$ cat src/rtl/rr_arb_mux.sv
// rr_arb_mux: registered N-channel mux with per-channel valid/ready handshake.
// Channel selection is either round-robin (rotating pointer) or fixed (fixed_sel).
// The output stage is a one-entry register that refills in the same cycle it drains.
// Optional build macro RR_MUX_LAST_EN adds in_last/out_last and locks the grant to a
// channel until that channel's last beat has been transferred.
module rr_arb_mux #(
    parameter int NUM_CH = 4,
    parameter int DATA_W = 8,
    localparam int SEL_W = $clog2(NUM_CH)
) (
    input  logic                     clk,
    input  logic                     rst_n,
    input  logic [NUM_CH-1:0]        in_valid,
    input  logic [NUM_CH*DATA_W-1:0] in_data,
    output logic [NUM_CH-1:0]        in_ready,
`ifdef RR_MUX_LAST_EN
    input  logic [NUM_CH-1:0]        in_last,
    output logic                     out_last,
`endif
    input  logic                     mode_fixed,
    input  logic [SEL_W-1:0]         fixed_sel,
    output logic                     out_valid,
    output logic [DATA_W-1:0]        out_data,
    output logic [SEL_W-1:0]         out_ch,
    input  logic                     out_ready
);

    // Channel count at index width + 1, so ptr + offset never overflows before wrapping.
    localparam logic [SEL_W:0] NUM_CH_X = (SEL_W+1)'(NUM_CH);

    logic [SEL_W-1:0]  ptr_r;
    logic              out_valid_r;
    logic [DATA_W-1:0] out_data_r;
    logic [SEL_W-1:0]  out_ch_r;

    logic              load_s;
    logic              grant_vld_s;
    logic [SEL_W-1:0]  grant_idx_s;
    logic              xfer_s;
    logic              eff_fixed_s;
    logic              final_s;
    logic              lock_act_s;
    logic [SEL_W-1:0]  lock_ch_s;
    logic [SEL_W-1:0]  ptr_next_s;
    logic [SEL_W:0]    cand_s;
    logic              hit_s;

`ifdef RR_MUX_LAST_EN
    logic              lock_r;
    logic              lock_fixed_r;
    logic [SEL_W-1:0]  lock_ch_r;
    logic              out_last_r;

    // While locked, the mode captured at lock time stays in force for the whole packet.
    assign eff_fixed_s = lock_r ? lock_fixed_r : mode_fixed;
    assign final_s     = in_last[grant_idx_s];
    assign lock_act_s  = lock_r;
    assign lock_ch_s   = lock_ch_r;
    assign out_last    = out_last_r;
`else
    assign eff_fixed_s = mode_fixed;
    assign final_s     = 1'b1;
    assign lock_act_s  = 1'b0;
    assign lock_ch_s   = '0;
`endif

    // Output register can accept a new beat when it is empty or being drained now.
    assign load_s     = !out_valid_r || out_ready;
    assign xfer_s     = load_s && grant_vld_s;
    assign ptr_next_s = ({1'b0, grant_idx_s} == (NUM_CH_X - (SEL_W+1)'(1))) ? '0
                                                                             : (grant_idx_s + SEL_W'(1));

    assign out_valid = out_valid_r;
    assign out_data  = out_data_r;
    assign out_ch    = out_ch_r;

    // Grant selection: locked channel, fixed channel, or first requester from ptr onward.
    always_comb begin
        grant_vld_s = 1'b0;
        grant_idx_s = '0;
        cand_s      = '0;
        hit_s       = 1'b0;
        if (lock_act_s) begin
            grant_vld_s = in_valid[lock_ch_s];
            grant_idx_s = lock_ch_s;
        end else if (eff_fixed_s) begin
            if ({1'b0, fixed_sel} < NUM_CH_X) begin
                grant_vld_s = in_valid[fixed_sel];
                grant_idx_s = fixed_sel;
            end else begin
                grant_vld_s = 1'b0;
            end
        end else begin
            for (int k = 0; k < NUM_CH; k++) begin
                cand_s      = {1'b0, ptr_r} + (SEL_W+1)'(k);
                cand_s      = (cand_s >= NUM_CH_X) ? (cand_s - NUM_CH_X) : cand_s;
                hit_s       = !grant_vld_s && in_valid[cand_s[SEL_W-1:0]];
                grant_idx_s = hit_s ? cand_s[SEL_W-1:0] : grant_idx_s;
                grant_vld_s = grant_vld_s || hit_s;
            end
        end
    end

    // One-hot accept to the granted channel; nothing is accepted while in reset.
    always_comb begin
        in_ready = '0;
        if (rst_n && xfer_s) begin
            in_ready[grant_idx_s] = 1'b1;
        end else begin
            in_ready = '0;
        end
    end

    // Output beat register: load on transfer, empty on idle load, hold under backpressure.
    always_ff @(posedge clk or negedge rst_n) begin
        if (!rst_n) begin
            out_valid_r <= 1'b0;
            out_data_r  <= '0;
            out_ch_r    <= '0;
        end else if (xfer_s) begin
            out_valid_r <= 1'b1;
            out_data_r  <= in_data[grant_idx_s*DATA_W +: DATA_W];
            out_ch_r    <= grant_idx_s;
        end else if (load_s) begin
            out_valid_r <= 1'b0;
        end
    end

    // Round-robin pointer moves past the winner only when a packet completes in rr mode.
    always_ff @(posedge clk or negedge rst_n) begin
        if (!rst_n) begin
            ptr_r <= '0;
        end else if (xfer_s && !eff_fixed_s && final_s) begin
            ptr_r <= ptr_next_s;
        end
    end

`ifdef RR_MUX_LAST_EN
    // Packet lock: engage on a non-last beat, release on the last beat; out_last follows data.
    always_ff @(posedge clk or negedge rst_n) begin
        if (!rst_n) begin
            lock_r       <= 1'b0;
            lock_fixed_r <= 1'b0;
            lock_ch_r    <= '0;
            out_last_r   <= 1'b0;
        end else if (xfer_s) begin
            lock_r       <= !final_s;
            lock_fixed_r <= eff_fixed_s;
            lock_ch_r    <= grant_idx_s;
            out_last_r   <= final_s;
        end
    end
`endif

endmodule
$ cat config.mk
export PLATFORM = sky130hd
export DESIGN_NAME = rr_arb_mux
export DESIGN_NICKNAME = d
export VERILOG_FILES = /design/src/rtl/rr_arb_mux.sv
export SDC_FILE = /design/constraint.sdc
export NUM_CORES = 1
export LEC_CHECK = 0
export CELL_PAD_IN_SITES_DETAIL_PLACEMENT = 1
export CELL_PAD_IN_SITES_GLOBAL_PLACEMENT = 1
export CORE_AREA = 2 2 65 67
export DETAILED_ROUTE_END_ITERATION = 16
export DIE_AREA = 0 0 67 69
export GPL_ROUTABILITY_DRIVEN = 0
export HOLD_SLACK_MARGIN = 0.02
export MAX_ROUTING_LAYER = met4
export PLACE_DENSITY_LB_ADDON = 0.3
export SYNTH_ARGS = -nofsm -noshare
export SYNTH_HDL_FRONTEND = slang
export SYNTH_SLANG_ARGS = --single-unit
$ cat constraint.sdc
create_clock -name clk -period 2.7 [get_ports clk]
set_input_delay 0.405 -clock clk [delete_from_list [all_inputs] [get_ports clk]]
set_output_delay 0.405 -clock clk [all_outputs]
set_load 0.02 [all_outputs]
# Yosys cells after proc, flatten, opt, wreduce, memory -nomap -nowiden
# Index checks and enable logic that the tools add are counted.
[classes]
add_sub_neg = 8
magnitude_cmp = 11
eq_ne = 1
shift = 1
mux = 26
reduce_logical = 17
[op_table]
columns = ["op", "count"]
rows = [
  ["$shiftx A32 B6 Y8", 1],
  ["$mux W2", 10],
  ["$lt A2 B3 Y1 const B", 6],
  ["$bmux W1 S2", 5],
  ["$ge A3 B3 Y1 const B", 3],
  ["$mux W1", 9],
  ["$sub A2 B1 Y2 const B", 4],
  ["$logic_and A1 B1 Y1", 7],
  ["$add A2 B2 Y3 const B", 2],
  ["$logic_not A1 Y1", 5],
  ["$logic_or A1 B1 Y1", 4],
  ["$mux W4", 1],
  ["$add A2 B1 Y3 const B", 1],
  ["$ge A2 B3 Y1 const B", 1],
  ["$add A2 B1 Y2 const B", 1],
  ["$demux W1 S2", 1],
  ["$eq A2 B2 Y1 const B", 1],
  ["$ge A2 B1 Y1 const B", 1],
  ["$reduce_bool A2 Y1", 1],
]
[totals]
ff_bits = 13
out_inout_bits = 15
elab_cells = 68

# Depth between registers and ports, before layout
# Gate-level depths: netlist of run 1.
[depth]
word_depth = 19
mapped_depth = 9

# Least setup slack after synthesis of run 1
# Ideal clock, no wire load.
[synth_timing]
path_kind = "in2out"
start = "in in_valid[1]"
end = "out in_ready[3]"
arrival_time_ns = 1.895
slack_ns = 0.400
cell_stages = 7
path_buffers = 2
cell_sequence = "buf_4 nor3b_1 a211oi_1 a221oi_2 buf_4 ha_1 and3_1"
[synth_via]
elab_chain_cells = 17
word_cells_on_any_way = 33
classes_between = "2 x order compare; 19 x mux; 12 x reduce/logical"
[synth_rtl]
columns = ["item", "line_no", "source"]
rows = [
  ["start: declaration", "13", "input logic [NUM_CH-1:0] in_valid,"],
  ["$bmux W1 S2", "97", "hit_s = !grant_vld_s && in_valid[cand_s[SEL_W-1:0]];"],
  ["$mux W1 (not written as such)", "97", ""],
  ["$logic_not A1 Y1", "97", ""],
  ["$logic_and A1 B1 Y1", "97", ""],
  ["$logic_or A1 B1 Y1", "99", "grant_vld_s = grant_vld_s || hit_s;"],
  ["$logic_not A1 Y1", "97", ""],
  ["$logic_and A1 B1 Y1", "97", ""],
  ["$logic_or A1 B1 Y1", "99", ""],
  ["$logic_not A1 Y1", "97", ""],
  ["$logic_and A1 B1 Y1", "97", ""],
  ["$mux W2", "98", "grant_idx_s = hit_s ? cand_s[SEL_W-1:0] : grant_idx_s;"],
  ["$mux W2", "86", "end else if (eff_fixed_s) begin"],
  ["$lt A2 B3 Y1 (not written as such) / $ge A2 B1 Y1 (equally long branches)", "108", "in_ready[grant_idx_s] = 1'b1;"],
  ["$logic_and A1 B1 Y1 (not written as such)", "108", ""],
  ["$mux W1 (not written as such)", "108", ""],
  ["$demux W1 S2", "108", ""],
  ["$mux W4 *", "107", "if (rst_n && xfer_s) begin"],
  ["end: declaration", "15", "output logic [NUM_CH-1:0] in_ready,"],
]
# Mark *: on every way between the ends. The rest lies on a longest branch, timed or not. The select of a mux whose other input is x is not followed.

# Final worst setup path of run 1
[layout_timing]
start = "in mode_fixed"
end = "out in_ready[3]"
[layout_via]
elab_chain_cells = 6
word_cells_on_any_way = 10
classes_between = "2 x order compare; 5 x mux; 3 x reduce/logical"
[layout_rtl]
columns = ["item", "line_no", "source"]
rows = [
  ["start: declaration", "20", "input logic mode_fixed,"],
  ["$mux W2", "86", ""],
  ["$lt A2 B3 Y1 (not written as such) / $ge A2 B1 Y1 (equally long branches)", "108", ""],
  ["$logic_and A1 B1 Y1 (not written as such)", "108", ""],
  ["$mux W1 (not written as such)", "108", ""],
  ["$demux W1 S2", "108", ""],
  ["$mux W4 *", "107", ""],
]
# Mark *: on every way between the ends. The rest lies on a longest branch, timed or not.

==> results of run 1 <==
==> flip-flops by register name (all words and copies together), names as in the netlist <==
register   count
out_valid      1
out_data       8
ptr_r          2
out_ch         2
==> routing by layer <==
metal,wire [um],share of wire [%]
met1,1420,40
met4,104,2.9
met2,1930,54
met5,0,0
met3,125,3.5
==> kinds of logic (layout without fill, tap and decap cells) <==
family                   count (synthesis)  after routing
multiplexers                            20             20
adder cells (fa/ha/maj)                  1              1
buffers and inverters                   14             83
flip-flops                              13             13
AO/OA/AOI/OAI                           27             27
AND/OR/NAND/NOR                         28             28
==> timing repair <==
item,in CTS,in global routing
setup endpoints to repair,4,4
setup buffers,1,0
gates resized for setup,18,4
==> critical path, delay by kind of cell <==
family	cells	cell delay (ns)
buf+inv	3	0.86
compound gates	2	0.57
fa+ha+maj	1	0.22
simple gates	1	0.17
==> synthesized netlist by cell type, drive strengths merged (2+ instances only) <==
cell type	number
buf	8
nor2b	2
a21oi	8
a211oi	2
nand2	2
nand3b	2
mux2	2
dfrtp	13
inv	6
a221oi	2
and2	3
nand2b	2
nor2	9
nor3	2
mux2i	17
nand3	2
o2bb2ai	9
==> cell usage in the layout, fill, tap and decap left out, drive strengths merged <==
| cell type | instances |
|---|---|
| clkdlybuf4s50 | 48 |
| clkinv | 1 |
| and3 | 1 |
| a2111oi | 1 |
| dfrtp | 13 |
| and2 | 3 |
| o311ai | 1 |
| a221oi | 2 |
| mux2 | 2 |
| nor3b | 1 |
| nor2b | 2 |
| mux2i | 17 |
| nor4bb | 1 |
| clkdlybuf4s15 | 3 |
| o21bai | 1 |
| o2bb2ai | 9 |
| o21ai | 1 |
| dlygate4sd2 | 4 |
| ha | 1 |
| a2bb2oi | 1 |
| nand2b | 2 |
| clkbuf | 4 |
| nand2 | 2 |
| mux4 | 1 |
| nand3 | 2 |
| or2 | 1 |
| inv | 6 |
| nor2 | 9 |
| a32o | 1 |
| nor3 | 2 |
| buf | 17 |
| nand3b | 2 |
| a211oi | 2 |
| a21oi | 8 |
==> worst paths after layout <==
check                                      start  slack (ns)                 endpoint
max                                   mode_fixed        0.06              in_ready[3]
min                        out_ch[0]$_DFFE_PN0N_        0.52    out_ch[0]$_DFFE_PN0N_
max reg2reg                 ptr_r[1]$_DFFE_PN0P_        0.40  out_data[7]$_DFFE_PN0N_
min reg2reg                out_ch[0]$_DFFE_PN0N_        0.52    out_ch[0]$_DFFE_PN0N_
max in group asynchronous                  rst_n        1.99     ptr_r[0]$_DFFE_PN0P_
min in group asynchronous                  rst_n        0.53  out_data[1]$_DFFE_PN0N_
==> power groups by stage <==
stage | Combinational (mW) | Sequential (mW) | Clock [mW]
2_1_floorplan | 0.285 | 0.364 | 0
3_3_place_gp | 0.614 | 0.310 | 0
3_5_place_dp | 0.628 | 0.315 | 0
4_1_cts | 0.640 | 0.312 | 0.191
5_1_grt | 0.685 | 0.323 | 0.198
6_report | 0.636 | 0.313 | 0.186
==> through the flow <==
step	total power, mW	util (%)
finish	1.13	45.7
global route	1.21	45.7
CTS	1.14	45.6
detailed placement	0.943	44.0
global placement	0.924	44.0
floorplan	0.649	-
==> layout make-up <==
type / count / area [um2] / share of cell area (%)
clock buffers: 3 / 41.3 / 2.31
clock inverters: 1 / 5.00 / 0.280
inverters: 6 / 22.5 / 1.26
multi-input cells: 76 / 648 / 36.2
flip-flops and latches: 13 / 327 / 18.3
well taps: 50 / 62.6 / 3.50
repair buffers: 73 / 682 / 38.1
==> results.json, run 1 <==
{
  "outcome": "complete, no violations",
  "htree_levels": 1,
  "ys_types": 36,
  "die_area_um2": 4620,
  "start_kind": "primary input",
  "die_height_um": 69,
  "synthAdderAreaFrac_pct": 1.23,
  "cp.arrival_ns": 2.24,
  "wire_per_inst_um": 16.1,
  "crit_type": "in -> out",
  "grt_pass1_vias": 1243,
  "firstDrtPassIters": 4,
  "synthesis.nets": 146,
  "drc": 0,
  "crit_fanout": 5,
  "powerDensity_nw_per_um2": 635,
  "final_cells": 222,
  "internal_power_mw": 0.697,
  "cp_slowest_cell": "clkdlybuf4s50_1",
  "port_buffers": 56,
  "syn-cell-area_um2": 1020,
  "critPathCaptureType": "output port",
  "tightest_slew_ns": 0.517,
  "area_growth_pct": 75.8,
  "fmax_mhz": 379,
  "dp.final_hpwl_um": 2890,
  "placed_area_um2": 1720,
  "nFillCells": 460,
  "use_met3_pct": 1.63,
  "yosysTopAreaCell": "dfrtp_1",
  "synth_top_family_by_area": "compound AO/OA/AOI/OAI gates",
  "antenna_found_initial": 0,
  "drive_above_1_share_pct": 25.6,
  "final_hold_viol_count": 0,
  "min_period_over_period_pct": 97.8,
  "gr-usage-met1_pct": 19.0,
  "dpl_worst_slack_ns": -0.507,
  "avgSynthCellArea_um2": 9.88,
  "maxCapViolations": 0,
  "grt-busiest-layer": "met2",
  "synthSimpleGateAreaFrac_pct": 14.8,
  "die_w_um": 67,
  "vias_per_cell": 4.90,
  "routed_wl_um": 3580,
  "diodes": 0,
  "final.min_clock_period_ns": 2.64,
  "clkPwrFrac_pct": 16.4,
  "worst_ir_drop_vdd_mv": 0.289,
  "p_sw_mw": 0.438,
  "grt_pass1_wl_um": 5820,
  "design_area_um2": 1790,
  "clock-root-buffer": "clkbuf_8",
  "setup_ws_ns": 0.0586,
  "max_stage_delay_ns": 0.44,
  "leakagePower_nw": 0.754,
  "synth_seq_area_share_pct": 32.0,
  "ant_nets": 0,
  "first_iter_violations": 11,
  "grt_max_degree": 10,
  "synth-xor-area-share_pct": 0,
  "path_clk_slew_ns": 0.06,
  "clockBufferDepth": 2,
  "clock_sinks": 13,
  "synth.top_cells.by_area": "dfrtp_1, mux2i_1, o2bb2ai_1",
  "clk_latency_ns": 0.25,
  "rows": 23,
  "vias": 1087,
  "switching_share_pct": 38.6,
  "p_comb_share_pct": 56.0,
  "initial_utilization_pct": 26.0,
  "place_inst": 217,
  "yosysTopAreaCellShare_pct": 32.0,
  "max-slew-margin-rel_pct": 65.3,
  "synth_compound_area_share_pct": 23.6,
  "min_path_type": "reg -> reg",
  "reg2regPathDepth": 8,
  "yosysWarnings": 0,
  "seqPwrFrac_pct": 27.6,
  "cts_hold_buffers": 0,
  "synthCells": 103,
  "grtUsageTotal_pct": 17.0,
  "cts_buffers": 3,
  "core_area_um2": 3910,
  "maxSlewViolCount": 0,
  "min_path_cells": 2,
  "synth_async_sr_flop_share_pct": 100,
  "boundaryPins": 57,
  "ys.flop_type": "dfrtp_1",
  "synth-edff-count": 0,
  "rsz0062_at_grt": "yes",
  "grt_use_met2_pct": 29.9,
  "muxShareOfSynthArea_pct": 21.2,
  "clock_skew_ns": 0.00176,
  "hold_ws_ns": 0.518,
  "cts_tree": "done",
  "cp.required_ns": 2.30,
  "overflow": 0,
  "finalSetupViolations": 0,
  "nNetsFinal": 216,
  "final.setup.tns_ns": 0,
  "ys_seq_elements": 13,
  "cp_cell_sequence": "clkdlybuf4s50_1, buf_4, a211oi_1, a221oi_4, ha_1, and3_1, clkdlybuf4s15_2"
}
Note: power is estimated with default switching activity, not from simulation.
==> run 2: changes to the inputs <==
- REMOVE_ABC_BUFFERS: not set -> 1
==> results.json, run 2 (synthesis results as in run 1) <==
{
  "boundaryPins": 57,
  "clock_skew_ns": 0.00117,
  "nFillCells": 451,
  "clock-root-buffer": "clkbuf_8",
  "largest_reg_flops": 8,
  "ant_nets": 0,
  "cp_cell_sequence": "clkdlybuf4s50_1, buf_4, mux4_2, o2bb2ai_4, nor2b_4, nand3_1, nor2_1, clkdlybuf4s15_1",
  "firstDrtPassIters": 4,
  "grtUsageTotal_pct": 14.2,
  "cp.required_ns": 2.30,
  "tightest_slew_ns": 0.473,
  "powerDensity_nw_per_um2": 616,
  "timing.critical_path.to": "in_ready[0]",
  "diodes": 0,
  "worst_ir_drop_vdd_mv": 0.277,
  "placed_area_um2": 1710,
  "timing.rr.start": "ptr_r[1]$_DFFE_PN0P_",
  "leakagePower_nw": 0.784,
  "cp-startpoint": "in_valid[3]",
  "r2r_slack_ns": 0.36,
  "final_common_cell": "clkdlybuf4s50_1",
  "die_w_um": 67,
  "nNetsFinal": 217,
  "grt_pass1_wl_um": 5030,
  "critPathCaptureType": "output port",
  "dp.final_hpwl_um": 2580,
  "grt_max_degree": 15,
  "cts_tree": "done",
  "crit_fanout": 7,
  "r2r_end": "out_data[7]$_DFFE_PN0N_",
  "maxCapViolations": 0,
  "drc": 0,
  "final_util_pct": 46.5,
  "setup_ws_ns": 0.112,
  "max_stage_delay_ns": 0.50,
  "cp.arrival_ns": 2.18,
  "grt_pass1_vias": 1186,
  "maxSlewViolCount": 0,
  "path_clk_slew_ns": 0.05,
  "reg2regPathDepth": 9,
  "start_kind": "primary input",
  "die_area_um2": 4620,
  "clockBufferDepth": 2,
  "wire_per_inst_um": 14.3,
  "hold_ws_ns": 0.399,
  "die_height_um": 69,
  "outcome": "complete, no violations",
  "antenna_found_initial": 0,
  "cts_hold_buffers": 0,
  "routed_wl_um": 3180,
  "min_path_type": "in -> async",
  "first_iter_violations": 46,
  "port_buffers": 56,
  "initial_utilization_pct": 26.0,
  "cp_slowest_cell": "mux4_2",
  "overflow": 0,
  "final.min_clock_period_ns": 2.59,
  "finalSetupViolations": 0,
  "cts_buffers": 3,
  "clock_sinks": 13,
  "drive_above_1_share_pct": 24.3,
  "vias": 1087,
  "area_growth_pct": 79.1,
  "vias_per_cell": 4.87,
  "dpl_worst_slack_ns": -0.500,
  "max-slew-margin-rel_pct": 68.5,
  "htree_levels": 1,
  "final_hold_viol_count": 0,
  "fmax_mhz": 386,
  "core_area_um2": 3910,
  "final_cell_mix": "clkdlybuf4s50_1, buf_4, mux2i_1, dfrtp_1",
  "clk_latency_ns": 0.24,
  "rows": 23,
  "design_area_um2": 1820,
  "min_period_over_period_pct": 95.8,
  "crit_type": "in -> out"
}
-- run 2: changes by cell type in the layout (fill, tap and decap cells not counted), moves of 2 or more --
cell             before  now
clkdlybuf4s15_1       0    2
dlygate4sd2_1         4    1
clkdlybuf4s15_2       3    1
dlymetal6s2s_1        0    2
-- run 2: layout make-up --
class | count | area [um2] | area share [%]
Sequential cell | 13 | 325 | 17.9
Multi-Input combinational cell | 76 | 669 | 36.7
Inverter | 6 | 22.5 | 1.24
Timing Repair Buffer | 74 | 697 | 38.3
Clock buffer | 4 | 45.0 | 2.47
Tap cell | 50 | 62.6 | 3.43
-- run 2: worst min path at each step --
stage | endpoint | from | cells after the start
final | ptr_r[1]$_DFFE_PN0P_ | rst_n | 1
after detailed placement | out_ch[0]$_DFFE_PN0N_ | out_ch[0]$_DFFE_PN0N_ | 2
after floorplan | out_ch[0]$_DFFE_PN0N_ | rst_n | 0
after global routing | ptr_r[1]$_DFFE_PN0P_ | rst_n | 1
after CTS | ptr_r[1]$_DFFE_PN0P_ | rst_n | 1
after global placement | out_ch[0]$_DFFE_PN0N_ | out_ch[0]$_DFFE_PN0N_ | 2
-- run 2: worst max-delay path: cells and delay by family --
kind                   cells  cell delay [ns]
AOI/OAI and AO/OA          1             0.17
buffers and inverters      3             0.88
muxes                      1             0.50
and+or+nand+nor            3             0.23
-- run 2: power by group --
| part | internal (mW) | switching, mW | total, mW | leakage (nW) |
|---|---|---|---|---|
| clock network | 0.104 | 0.0701 | 0.174 | 0.0228 |
| logic | 0.339 | 0.291 | 0.629 | 0.617 |
| registers | 0.261 | 0.0574 | 0.318 | 0.144 |
| total | 0.704 | 0.418 | 1.12 | 0.784 |
-- run 2: timing repair --
action | 4_1_cts | 5_1_grt
setup endpoints to repair | 4 | 4
gates resized for setup | 15 | 13
pin swaps | 0 | 3
setup buffers | 0 | 3
gates cloned | 0 | 0
-- run 2: per-stage QoR --
| stage | TNS [ns] | cells | power, mW |
|---|---|---|---|
| after CTS | -0.0374 | 220 | 1.11 |
| after floorplan | -1.09 | 95 | 0.626 |
| after detailed placement | -2.96 | 216 | 0.926 |
| after global routing | -0.0104 | 223 | 1.19 |
| after global placement | -1.81 | 216 | 0.908 |
| final | 0 | 223 | 1.12 |
-- run 2: per-layer routing --
metal | routed length (um) | global-route usage [%]
met5 | 0 | -
met4 | 44 | 4.76
met3 | 228 | 2.94
met2 | 1660 | 25.0
met1 | 1240 | 15.5
